--- config.mk ---
export PLATFORM = sky130hd
export DESIGN_NAME = fp_addsub_scheduler
export DESIGN_NICKNAME = d
export VERILOG_FILES = /design/src/rtl/fp_addsub_pkg.sv /design/src/rtl/fp_rr_arbiter2.sv /design/src/rtl/fp_addsub_scheduler.sv
export SDC_FILE = /design/constraint.sdc
export NUM_CORES = 1
export LEC_CHECK = 0
export ABC_CLOCK_PERIOD_IN_PS = 9250
export CORE_MARGIN = 2
export CORE_UTILIZATION = 43
export CTS_CLUSTER_SIZE = 40
export DETAILED_ROUTE_END_ITERATION = 10
export GPL_ROUTABILITY_DRIVEN = 0
export HOLD_SLACK_MARGIN = 0.02
export PLACE_DENSITY = 0.87
export SETUP_SLACK_MARGIN = 0.5
export SLEW_MARGIN = 40
export SYNTH_ARGS = -nofsm -noshare
export SYNTH_HDL_FRONTEND = slang
export SYNTH_HIERARCHICAL = 1
export SYNTH_SLANG_ARGS = --single-unit
--- constraint.sdc ---
create_clock -name clk_in -period 9.25 [get_ports clk_in]
set_input_delay 1.85 -clock clk_in [delete_from_list [all_inputs] [get_ports clk_in]]
set_output_delay 1.85 -clock clk_in [all_outputs]
set_load 0.02 [all_outputs]
--- src/rtl/fp_addsub_pkg.sv ---
// fp_addsub_pkg: shared state enum, opcode constants and default width for the add/sub scheduler
package fp_addsub_pkg;
    localparam int DEFAULT_DATA_WIDTH = 32;
    localparam logic OP_ADD = 1'b0;
    localparam logic OP_SUB = 1'b1;
    typedef enum logic [1:0] {IDLE, SETTLE, RESPOND} state_t;
endpackage

--- src/rtl/fp_rr_arbiter2.sv ---
// fp_rr_arbiter2: 2-way round-robin grant; pri=0 favours requester 0, pri=1 favours requester 1
module fp_rr_arbiter2 (
    input  logic valid0,
    input  logic valid1,
    input  logic pri,
    output logic grant0,
    output logic grant1
);
    assign grant0 = valid0 & (!valid1 | !pri);
    assign grant1 = valid1 & (!valid0 | pri);
endmodule

--- src/rtl/fp_addsub_scheduler.sv ---
// fp_addsub_scheduler: shares one external FP add/sub datapath between two requesters (IDLE/SETTLE/RESPOND), async reset
module fp_addsub_scheduler
    import fp_addsub_pkg::*;
#(
    parameter int DATA_WIDTH    = DEFAULT_DATA_WIDTH,
    parameter int SETTLE_CYCLES = 2
) (
    input  logic                  clk_in,
    input  logic                  rst_in,
    input  logic                  req0_valid_in,
    output logic                  req0_ready_out,
    input  logic [DATA_WIDTH-1:0] req0_a_in,
    input  logic [DATA_WIDTH-1:0] req0_b_in,
    input  logic                  req0_opcode_in,
    input  logic                  req1_valid_in,
    output logic                  req1_ready_out,
    input  logic [DATA_WIDTH-1:0] req1_a_in,
    input  logic [DATA_WIDTH-1:0] req1_b_in,
    input  logic                  req1_opcode_in,
    output logic                  resp0_valid_out,
    input  logic                  resp0_ready_in,
    output logic                  resp1_valid_out,
    input  logic                  resp1_ready_in,
    output logic [DATA_WIDTH-1:0] resp_data_out,
    output logic [DATA_WIDTH-1:0] dp_floating1_out,
    output logic [DATA_WIDTH-1:0] dp_floating2_out,
    output logic                  dp_opcode_out,
    input  logic [DATA_WIDTH-1:0] dp_result_in,
    output logic                  busy_out
);
    state_t     state;
    logic [3:0] cnt;
    logic       pri;
    logic       gid;
    logic       gnt0;
    logic       gnt1;
    logic       idle;
    fp_rr_arbiter2 u_arb (
        .valid0(req0_valid_in),
        .valid1(req1_valid_in),
        .pri   (pri),
        .grant0(gnt0),
        .grant1(gnt1)
    );
    // readies are masked by reset so every output reads 0 the moment reset asserts
    assign idle           = (state == IDLE) && !rst_in;
    assign req0_ready_out = idle & gnt0;
    assign req1_ready_out = idle & gnt1;
    assign busy_out       = state != IDLE;
    always_ff @(posedge clk_in or posedge rst_in) begin
        if (rst_in) begin
            state            <= IDLE;
            cnt              <= '0;
            pri              <= 1'b0;
            gid              <= 1'b0;
            resp0_valid_out  <= 1'b0;
            resp1_valid_out  <= 1'b0;
            resp_data_out    <= '0;
            dp_floating1_out <= '0;
            dp_floating2_out <= '0;
            dp_opcode_out    <= 1'b0;
        end else begin
            case (state)
                IDLE: if (req0_ready_out | req1_ready_out) begin
                    dp_floating1_out <= gnt1 ? req1_a_in : req0_a_in;
                    dp_floating2_out <= gnt1 ? req1_b_in : req0_b_in;
                    dp_opcode_out    <= gnt1 ? req1_opcode_in : req0_opcode_in;
                    cnt              <= 4'(SETTLE_CYCLES - 1);
                    gid              <= gnt1;
                    state            <= SETTLE;
                end
                SETTLE: if (cnt == 4'd0) begin
                    resp_data_out   <= dp_result_in;
                    resp0_valid_out <= !gid;
                    resp1_valid_out <= gid;
                    state           <= RESPOND;
                end else begin
                    cnt <= cnt - 4'd1;
                end
                RESPOND: if (gid ? resp1_ready_in : resp0_ready_in) begin
                    resp0_valid_out <= 1'b0;
                    resp1_valid_out <= 1'b0;
                    pri             <= !gid;
                    state           <= IDLE;
                end
                default: state <= IDLE;
            endcase
        end
    end
endmodule

==> reports/metrics.cfg <==
[global_routing]
grtUsageTotal_pct = 21.1
grt_pass1_vias = 4149
grt_start_max_net_pins = 68
overflow = 0
antenna_found_initial = 0
grt_pass1_wl_um = 21200

[yosys]
synthDistinctLibCells = 32
synth_top_area_cell = dfrtp_1
syn-instance-count = 334
ys_seq_area_share_pct = 53.3
yosysTopAreaCellShare_pct = 53.3
synth_area_leaders = dfrtp_1 (53%), mux2_2 (30%), mux2_4 (8.1%)
ys_ff_latch = 107
syn_nets = 504
synthesis.area_um2 = 5020
ys_warn_count = 6
syn_avg_cell_area_um2 = 15.0

[final_layout]
syn_to_final_growth_pct = 61.4
nets = 770
layout-drive-gt1-share_pct = 31.2
most-common-layout-cells = clkdlybuf4s50_1 (269), mux2_2 (136), dfrtp_1 (107)
post-route-util_pct = 71.0
final_common_cell = clkdlybuf4s50_1
fill_cells = 817
final_cells = 746
antennaDiodeCount = 0

[run]
maxCapViolCount = 0

[power]
leakage_nw = 3.35
powerDensity_nw_per_um2 = 320
total_power_w = 0.00260
ir_drop_mv = 0.186

[floorplan]
initial_utilization_pct = 44.0
io_pins = 270
rows = 39
core_um2 = 11400
die_area_um2 = 12600
die_y_um = 112
die_x_um = 112

[placement]
io_buffers = 269
dp_hpwl_um = 10400
place_inst = 731

[worst_hold_path]
min_path_type = reg2reg

[clock_network]
cts_buffer_depth = 2
postCtsSetupRepairBufs = 0
postCtsHoldBufs = 0
clkTransAtPathRegs_ps = 70
worst_skew_pair.late_latency_ps = 330
cts_resized = 0
cts_sinks = 107
h-tree-depth = 3
cts_root_buf = clkbuf_16
cts_tree = yes
cts_buffers = 9

[detailed_routing]
drt-initial-drc-count = 101
drtAntennaViolNets = 0
vias = 3747
drt_wl_total_um = 13500
dr.pass1.iters = 5
post-route-drc-count = 0
wl_per_cell_um = 18.0
drt-vias-per-instance = 5.02

[worst_setup_path]
crit_path_frequent_cell = clkdlybuf4s50_1
crit_chain = clkdlybuf4s50_1 -> a21boi_4 -> buf_6 -> and2_1 -> clkdlybuf4s50_1
regToRegSetupSlack_ps = 6720
crit_fanout = 67
critPathKind = in2out
worstSetupEndpointType = output port
cp_slowest_stage_delay_ps = 610
crit_slowest_cell = clkdlybuf4s50_1
cp.required_ps = 7400
cp-start-kind = input pin
critPathArrivalTime_ps = 3810

[timing]
hold_viol = 0
final-setup-viol-count = 0
tightest_slew_ps = 645
holdWs_ps = 508
finalClockSkew_ps = 9.41
period_minus_slack_ps = 5660
relSlewSlack_pct = 57.0
rsz0062_at_grt = no
slew_viol_final = 0
timing.fmax_ghz = 0.177
tns_ps = 0
period_share_pct = 61.1

[run_status]
status = finished clean

cell families after synthesis:
logic type	after synthesis	synth area share (%)
compound gates	17	2.17
fa+ha+maj	2	0.498
buf+inv	25	2.86
flops	107	53.3
mux	164	38.7
simple gates	19	2.44
synthesized netlist by cell type:
cell / instances
o21ai_0: 4
nor3b_1: 1
or2b_1: 1
mux2i_1: 1
buf_4: 4
o21bai_1: 1
a21oi_1: 3
nand2_1: 1
dfrtp_1: 107
or2_1: 1
a22oi_1: 2
or2_2: 2
mux2_2: 136
o221ai_1: 1
or3_1: 1
buf_6: 4
and2_1: 2
nor3_1: 1
clkbuf_1: 5
o22ai_1: 2
buf_1: 1
ha_1: 2
nand3b_1: 3
nand2b_1: 1
nor2_1: 3
or3b_4: 1
buf_2: 4
inv_1: 7
a21boi_1: 2
or4b_2: 1
o31ai_1: 2
mux2_4: 27
power by group:
part | switching (W) | internal [W]
Combinational | 0.000621 | 0.000791
Sequential | 0.000135 | 0.000710
Clock | 0.000162 | 0.000180
layout make-up:
cell class              instances  area, um2  share of cell area [%]
repair buffers                273       2740                    33.8
flip-flops and latches        107       2680                    33.0
well taps                     143        179                    2.21
multi-input cells             202       2220                    27.4
clock buffers                  10        229                    2.82
clock inverters                 4       30.0                   0.370
inverters                       7       28.8                   0.355
worst max-delay path: cells and delay by family:
kind                   cells  cell delay, ps
buffers and inverters      3            1550
and+or+nand+nor            1             230
AOI/OAI and AO/OA          1             170
metal layers:
| metal | vias to the layer above | wire (um) | global-route usage [%] |
|---|---|---|---|
| li1 | 1730 | - | - |
| met1 | 1826 | 5180 | 24.1 |
| met2 | 161 | 6950 | 37.8 |
| met3 | 30 | 929 | 5.51 |
| met4 | 0 | 405 | 8.05 |
| met5 | - | 0 | 0 |
registers in the layout, indices dropped and copies added (netlist names):
name and count:
cnt 4, dp_floating1_out 32, dp_floating2_out 32, dp_opcode_out 1, gid 1, pri 1
resp0_valid_out 1, resp1_valid_out 1, resp_data_out 32, state 2
path summary, 6_finish.rpt:
path | start | end | cells past startpoint
worst max-delay path | req1_valid_in | req1_ready_out | 5
worst min-delay path | dp_floating1_out[29]$_DFFE_PP0P_ | dp_floating1_out[29]$_DFFE_PP0P_ | 1
worst max register to register | pri$_DFFE_PP0P_ | dp_floating1_out[14]$_DFFE_PP0P_ | 8
worst min register to register | dp_floating1_out[29]$_DFFE_PP0P_ | dp_floating1_out[29]$_DFFE_PP0P_ | 1
max in group asynchronous | rst_in | dp_floating2_out[14]$_DFFE_PP0P_ | 3
min in group asynchronous | rst_in | resp_data_out[3]$_DFFE_PP0P_ | 2
per-stage QoR:
| stage | worst slack (ps) | area (um2) |
|---|---|---|
| detailed placement | 3380 | 7830 |
| global route | 3460 | 8110 |
| finish | 3590 | 8110 |
| floorplan | 4460 | 5020 |
| global placement | 3420 | 7820 |
| CTS | 3370 | 8080 |
(Power assumes the default switching activity.)
